<file path="config.mk">
export PLATFORM = sky130hd
export DESIGN_NAME = fifo_rd_stream
export DESIGN_NICKNAME = d
export VERILOG_FILES = /design/src/rtl/fifo_rd_stream.sv
export SDC_FILE = /design/constraint.sdc
export NUM_CORES = 1
export LEC_CHECK = 0
export CAP_MARGIN = 15
export CELL_PAD_IN_SITES_DETAIL_PLACEMENT = 0
export CELL_PAD_IN_SITES_GLOBAL_PLACEMENT = 2
export CORE_MARGIN = 1.5
export CORE_UTILIZATION = 32
export CTS_CLUSTER_SIZE = 30
export DETAILED_ROUTE_END_ITERATION = 10
export PLACE_DENSITY = 0.75
export SLEW_MARGIN = 40
export SYNTH_ARGS = -nofsm -noshare
export SYNTH_HDL_FRONTEND = slang
export SYNTH_SLANG_ARGS = --single-unit
</file>
<file path="constraint.sdc">
create_clock -name clk -period 2.15 [get_ports clk]
set_clock_uncertainty 0.05 [all_clocks]
set_input_delay 0.215 -clock clk [delete_from_list [all_inputs] [get_ports clk]]
set_output_delay 0.215 -clock clk [all_outputs]
set_load 0.03 [all_outputs]
</file>
<file path="src/rtl/fifo_rd_stream.sv">
// Pulls words from a FIFO with a registered 1-cycle read port and presents them on a
// valid/ready stream through a 2-entry buffer, sustaining one word per cycle.
module fifo_rd_stream #(
   parameter int WIDTH = 32
) (
   input  logic             clk,
   input  logic             rst_n,
   input  logic [WIDTH-1:0] fifo_rdata,
   input  logic             fifo_empty,
   output logic             fifo_re,
   output logic [WIDTH-1:0] m_data,
   output logic             m_valid,
   input  logic             m_ready,
   output logic [15:0]      word_cnt
);

   logic [1:0]       occ_q, occ_d;
   logic             inflight_q, inflight_d;
   logic [WIDTH-1:0] head_q, head_d;
   logic [WIDTH-1:0] tail_q, tail_d;
   logic [15:0]      cnt_q, cnt_d;
   logic             pop;
   logic [1:0]       occ_after_pop;
   logic [2:0]       level;

   always_comb begin
      pop           = (occ_q != 2'd0) & m_ready;
      occ_after_pop = occ_q - {1'b0, pop};
      // Words committed after this edge: buffered plus the one arriving, minus the one leaving.
      level         = {1'b0, occ_q} + {2'b00, inflight_q} - {2'b00, pop};
      fifo_re       = ~fifo_empty & rst_n & (level < 3'd2);

      head_d = head_q;
      tail_d = tail_q;
      if (pop && (occ_q == 2'd2)) begin
         head_d = tail_q;
      end
      // The arriving word lands behind whatever survives this edge's pop.
      if (inflight_q) begin
         if (occ_after_pop == 2'd0) begin
            head_d = fifo_rdata;
         end else begin
            tail_d = fifo_rdata;
         end
      end

      occ_d      = level[1:0];
      inflight_d = fifo_re;
      cnt_d      = cnt_q + {15'd0, pop};
   end

   always_ff @(posedge clk or negedge rst_n) begin
      if (!rst_n) begin
         occ_q      <= 2'd0;
         inflight_q <= 1'b0;
         head_q     <= '0;
         tail_q     <= '0;
         cnt_q      <= 16'd0;
      end else begin
         occ_q      <= occ_d;
         inflight_q <= inflight_d;
         head_q     <= head_d;
         tail_q     <= tail_d;
         cnt_q      <= cnt_d;
      end
   end

   assign m_valid  = (occ_q != 2'd0);
   assign m_data   = head_q;
   assign word_cnt = cnt_q;

endmodule

</file>
==> results of run 1 <==
cells in the mapped netlist (2+ instances only):
cell / instances
inv_1: 5
nor2_1: 3
xor2_1: 10
nand3_1: 6
nand4_1: 3
ha_1: 3
mux2_2: 36
buf_6: 6
or2_2: 2
nor3_1: 4
dfrtp_1: 83
nor4_1: 4
mux2_4: 60
xnor2_1: 5
nand2_1: 5
buf_4: 3
power breakdown:
part / internal [mW] / switching (mW) / leakage [nW] / total (mW)
Sequential: 2.26 / 0.402 / 1.02 / 2.66
Clock: 0.931 / 0.577 / 0.141 / 1.51
Combinational: 2.31 / 1.65 / 1.40 / 3.97
layout make-up:
cell class / instances / area share (%)
well taps: 143 / 3.343
flip-flops and latches: 83 / 38.83
clock inverters: 2 / 0.6545
clock buffers: 14 / 4.745
repair buffers: 103 / 19.75
multi-input cells: 147 / 32.33
inverters: 5 / 0.3506
path summary, 6_finish.rpt:
path / to / start / slack, ns
min in group clk: word_cnt[15] / word_cnt[15] / 0.41
worst min-delay path: m_data[28] / rst_n / 0.27
worst max register to register: inflight_q / occ_q[0] / 0.14
worst min register to register: word_cnt[15] / word_cnt[15] / 0.41
max in group asynchronous: occ_q[1] / rst_n / 1.01
worst max-delay path: fifo_re / occ_q[0] / -0.32
worst max-delay path, stage by stage (launching register included):
cell,delay (ns)
dfrtp_1,0.39
o21ai_2,0.17
or2_4,0.15
nand2_4,0.05
ha_4,0.15
fa_2,0.45
nor4b_4,0.31
buf_4,0.20
flip-flops by register name (all words and copies together) (netlist names):
name	cells
occ_q	2
inflight_q	1
word_cnt	16
m_data	32
tail_q	32
timing repair:
action / CTS / global route
hold endpoints to repair: 20 / 0
hold buffers: 1 / 0
setup buffers: 1 / 1
pin swaps: 4 / 2
setup endpoints to repair: 1 / 1
resized for setup: 4 / 1
routing by layer:
| layer | track usage (%) | vias to the layer above | part of all wire, % |
|---|---|---|---|
| met5 | 0 | - | 0 |
| met1 | 17.93 | 1146 | 48 |
| met3 | 3.696 | 9 | 4.7 |
| met4 | 5.500 | 0 | 1.6 |
| met2 | 19.67 | 56 | 46 |
| li1 | - | 1076 | - |
through the flow:
| stage | setup slack (ns) | power (mW) |
|---|---|---|
| final | -0.3227 | 8.136 |
| after CTS | -0.3378 | 8.248 |
| after detailed placement | -0.4006 | 6.631 |
| after global placement | -0.3651 | 6.548 |
| after global routing | -0.4196 | 8.605 |
| after floorplan | -0.07343 | 5.338 |
cell families after synthesis:
family                     share of synthesized area [%]
muxes                                              33.78
DFF                                                53.70
and+or+nand+nor                                    4.432
xor gates and xnor gates                           3.397
buffers and inverters                              2.815
adders and majority gates                          1.488
AOI/OAI and AO/OA                                 0.3881
==> summary.txt, run 1 <==
Worst setup path
  – Critical path arrival: between 2 and 2.5 ns
  – Worst setup SP type: flip-flop
  – Worst EP required: between 1.5 and 2 ns
  – Critical path type: flip-flop to output pin
  – Cells on worst reg2reg path: 8
  – Crit end category: output pin
  – Crit-path max FO: 3

Synthesis
  – Synth Instances: roughly 240
  – Ys flop type: dfrtp_1
  – Cell Area, Synth: roughly 3900 sq um
  – Synth top area cells: dfrtp_1, mux2_4, mux2_2
  – Syn_nets: approximately 280
  – Cell taking the most area after synthesis: dfrtp_1
  – Average cell area after synthesis: 15.85 sq um
  – Yosys reg bits: 83
  – Post-synth ARST share: 100.0%
  – Netlist cell types: 22
  – EDFF count, synth: 0
  – Seq/Total Area, Yosys: between 50% and 60%
  – Synth warn: 0
  – Post-synth top area share: a little over half

GRT
  – Initial antenna violation count: 0
  – Wire length of the first global-routing pass: approximately 13000 um
  – Vias in the first global route: between 2000 and 2500
  – Pin count of the biggest net entering global routing: 34
  – Grt ovf: 0
  – All-layer global routing usage: between 10% and 20%

Floorplan
  – Initial Util: about 33%
  – Rows: 39
  – Die footprint: between 10000 and 15000 sq um
  – Die X: around 110 um
  – Core box area: ~12000 sq um
  – Boundary Pins: 86
  – Die height: 112.9 um

Drt
  – Total number of vias: ~2300
  – Final ANT Viol Nets: 0
  – Routed wire length: around 7700 um
  – DR DRC count: 0
  – Detailed Route Iter0 Violations: between 60 and 70
  – Vias per cell: 4.602
  – Routed WL per cell: between 15 and 20 um
  – 1st-pass router iterations: 4

Timing
  – Unrepaired setup endpoints after global routing: yes
  – Hold_ws: 0.2706 ns
  – Minimum clock period: between 2 and 2.5 ns
  – Setup violators final: 1
  – Period utilisation layout: 115.0%
  – Final setup margin: -0.3227 ns
  – Final hold violations: 0
  – Worst-Margin Slew: 0.4344 ns
  – Relative max-transition margin: between 70 and 80%
  – Peak Freq: ~0.40 GHz
  – Setup TNS: -0.3227 ns
  – Final Max Slew Viols: 0

Hold path
  – Hold WC Path Type: input pin to async pin

Placement
  – PortBufs: 85
  – Dpl cell area: roughly 5000 sq um
  – Inst Count DP: between 400 and 500
  – GPL Wtd Cong: 0.7269
  – Hpwl dp: around 5300 um

Clock network
  – Root cell of the clock tree: clkbuf_16
  – CTS H-tree depth: 3
  – CTS Buf Count: 9
  – Clock Latency Late Sink: about 0.33 ns
  – Clock transition at path regs: roughly 0.06 ns
  – CTS tree: yes
  – Sink Count: between 80 and 90
  – Bufs on Longest Clock Path: 2

Power and ir drop
  – Peak supply drop: 0.7331 mV
  – PwrDens: ~1500 nW/um^2
  – Leak Pwr: 2.560 nW

Finish
  – Most frequent cells in the layout: dfrtp_1, clkdlybuf4s50_1, mux2_4, mux2_2, buf_4
  – Final Non-Filler Cells: 497
  – Sequential cell area: 2078 sq um
  – Final net count: 389
  – Antenna Cells: 0
  – Post-layout util: 46.09%
  – Area occupied by multi-input gates: roughly 1700 sq um
  – Layout cell share with drive strength beyond 1: 38.98%
  – Design area: around 5400 sq um
  – Layout area overhead: 38.40%
  – # fillers: between 1000 and 1500

Status
  – Status: complete, but fails checks
  – Violated checks: setup timing

Job
  – Max-Cap Viols: 0
Note: power is estimated with default switching activity, not from simulation.
==> run 2, diff against run 1 <==
--- a/config.mk
+++ b/config.mk
@@ -9,10 +9,10 @@
 export CELL_PAD_IN_SITES_DETAIL_PLACEMENT = 0
 export CELL_PAD_IN_SITES_GLOBAL_PLACEMENT = 2
 export CORE_MARGIN = 1.5
-export CORE_UTILIZATION = 32
+export CORE_UTILIZATION = 35
 export CTS_CLUSTER_SIZE = 30
 export DETAILED_ROUTE_END_ITERATION = 10
-export PLACE_DENSITY = 0.75
+export PLACE_DENSITY = 0.78
 export SLEW_MARGIN = 40
 export SYNTH_ARGS = -nofsm -noshare
 export SYNTH_HDL_FRONTEND = slang
==> constraint.sdc (replaced) <==
create_clock -name clk -period 2.5 [get_ports clk]
set_clock_uncertainty 0.05 [all_clocks]
set_input_delay 0.25 -clock clk [delete_from_list [all_inputs] [get_ports clk]]
set_output_delay 0.25 -clock clk [all_outputs]
set_load 0.03 [all_outputs]
==> summary.txt, run 2 (same netlist as run 1, synthesis figures left out) <==
Drt
  – DRT met1 WL: 3411 um (-6.9%)
  – Met2 wire len: 3731 um (+5.1%)
  – DR DRC count: 0 (unchanged)
  – Top sig layer: met4
  – Met3 wire len: 339 um (-7.1%)
  – Routed wire length: 7538 um (-2.1%)
  – Total number of vias: 2292 (+0.22%)
  – Vias per cell: 4.640 (+0.83%)
  – 1st-pass router iterations: 4 (unchanged)
  – Final ANT Viol Nets: 0 (unchanged)
  – Detailed Route Iter0 Violations: 48 (-25%)
  – Routed WL per cell: 15.26 um (-1.5%)

Placement
  – PortBufs: 85 (unchanged)
  – Hpwl dp: 4948 um (-6.2%)
  – DP Worst Slack: -0.1426 ns (+0.2580 ns)
  – Inst Count DP: 472 (-1.3%)
  – GPL Wtd Cong: 0.7526 (+3.5%)
  – Dpl cell area: 4921 sq um (-2.0%)

Floorplan
  – Rows: 38 (-2.6%)
  – Core box area: 10790 sq um (-7.1%)
  – Die height: 108.1 um (-4.3%)
  – Die footprint: 11690 sq um (-8.3%)
  – Initial Util: 35.83% (+2.5 points)
  – Die X: 108.1 um (-4.3%)
  – Boundary Pins: 86 (unchanged)

Finish
  – Sequential cell area: 2077 sq um (about the same)
  – Antenna Cells: 0 (unchanged)
  – Commonest non-fill, non-tap cell in the layout: dfrtp_1
  – Layout area overhead: 34.36%
  – Layout cell share with drive strength beyond 1: 39.55% (+0.56 points)
  – Final net count: 389 (unchanged)
  – # fillers: 971 (-9.4%)
  – Post-layout util: 48.15% (+2.1 points)
  – Area occupied by multi-input gates: 1728 sq um (-0.14%)
  – Most frequent cells in the layout: dfrtp_1, clkdlybuf4s50_1, mux2_4, mux2_2, buf_4
  – Final Non-Filler Cells: 494 (-0.60%)
  – Design area: 5196 sq um (-2.9%)

Timing
  – Final setup margin: -0.06657 ns (+0.2562 ns)
  – Setup violators final: 1 (unchanged)
  – Final hold violations: 0 (unchanged)
  – Setup TNS: -0.06657 ns (+0.2562 ns)
  – Hold_ws: 0.3919 ns (+0.1212 ns)
  – Worst-Margin Slew: 0.5479 ns (+0.1135 ns)
  – Period utilisation layout: 102.7%
  – Minimum clock period: approximately 2.6 ns
  – Unrepaired setup endpoints after global routing: yes
  – Final Max Slew Viols: 0 (unchanged)
  – Peak Freq: roughly 0.39 GHz
  – Relative max-transition margin: 63.48% (-7.6 points)

Power and ir drop
  – Tot Pwr: 6.609 mW (-19%)
  – PwrDens: 1272 nW/um^2 (-16%)
  – Peak supply drop: 0.6384 mV (-13%)
  – Leak Pwr: 2.489 nW (-2.8%)

GRT
  – All-layer global routing usage: 13.45% (+0.31 points)
  – Pin count of the biggest net entering global routing: 43 (+26%)
  – Vias in the first global route: 2357 (-4.5%)
  – Wire length of the first global-routing pass: 11920 um (-7.8%)
  – Initial antenna violation count: 0 (unchanged)
  – Grt ovf: 0 (unchanged)

Clock network
  – CTS H-tree depth: 3 (unchanged)
  – CTS Buf Count: 9 (unchanged)
  – Root cell of the clock tree: clkbuf_8
  – Clock transition at path regs: 0.09 ns (+0.03 ns)
  – CTS tree: yes
  – Bufs on Longest Clock Path: 2 (unchanged)
  – Sink Count: 83 (unchanged)
  – Clock Latency Late Sink: 0.34 ns (about the same)

Status
  – Violated checks: setup timing
  – Status: complete, but fails checks

Worst setup path
  – Crit-path max FO: 2 (-1)
  – Critical path type: flip-flop to output pin
  – Critical path arrival: 2.27 ns (+0.06 ns)
  – Worst EP required: 2.20 ns (+0.32 ns)
  – Crit end category: output pin
  – Worst setup SP type: flip-flop

Hold path
  – Hold WC Path Type: input pin to flip-flop

Job
  – Max-Cap Viols: 0 (unchanged)
==> run 2: worst max-delay path: stages, from the launching register on <==
cell     delay (ns)
dfrtp_1        0.41
o21ai_2        0.16
buf_4          0.13
nand2_2        0.04
nand2_2        0.07
ha_4           0.14
fa_2           0.47
nor4b_4        0.33
buf_6          0.17
==> run 2: repair_timing <==
item / CTS / global route
resized for setup: 2 / 8
hold buffers: 1 / 0
endpoints found under the setup margin: 1 / 1
buffers inserted: 2 / 3
endpoints found under the hold margin: 83 / 0
cloned: 0 / 0
pin swaps: 0 / 6
==> run 2: metal layers <==
metal / global-route usage [%] / vias to the layer above
met5: 0 / -
met1: 16.93 / 1174
li1: - / 1069
met2: 21.61 / 47
met4: 5.357 / 0
met3: 4.099 / 2
==> run 2: power by group <==
| group | switching [mW] | leakage, nW | internal, mW |
|---|---|---|---|
| registers | 0.338 | 1.02 | 1.94 |
| logic | 1.40 | 1.38 | 1.96 |
| clock network | 0.482 | 0.0926 | 0.489 |
==> run 2: worst paths after layout <==
| path | depth (start not counted) | end | slack, ns | startpoint |
|---|---|---|---|---|
| max in group asynchronous | 3 | tail_q[28] | 1.51 | rst_n |
| min in group asynchronous | 3 | word_cnt[11] | 0.49 | rst_n |
| hold reg to reg | 1 | word_cnt[15] | 0.42 | word_cnt[15] |
| setup / recovery | 8 | fifo_re | -0.07 | occ_q[0] |
| setup reg to reg | 8 | inflight_q | 0.50 | occ_q[0] |
| hold / removal | 5 | word_cnt[0] | 0.39 | m_ready |
==> run 2: cell type report <==
class | instances | share of cell area, %
clock inverter | 4 | 0.9632
timing repair buffer | 103 | 19.29
tap | 140 | 3.371
sequential | 83 | 39.97
multi-input combinational | 147 | 33.25
clock buffer | 12 | 2.793
inverter | 5 | 0.3612
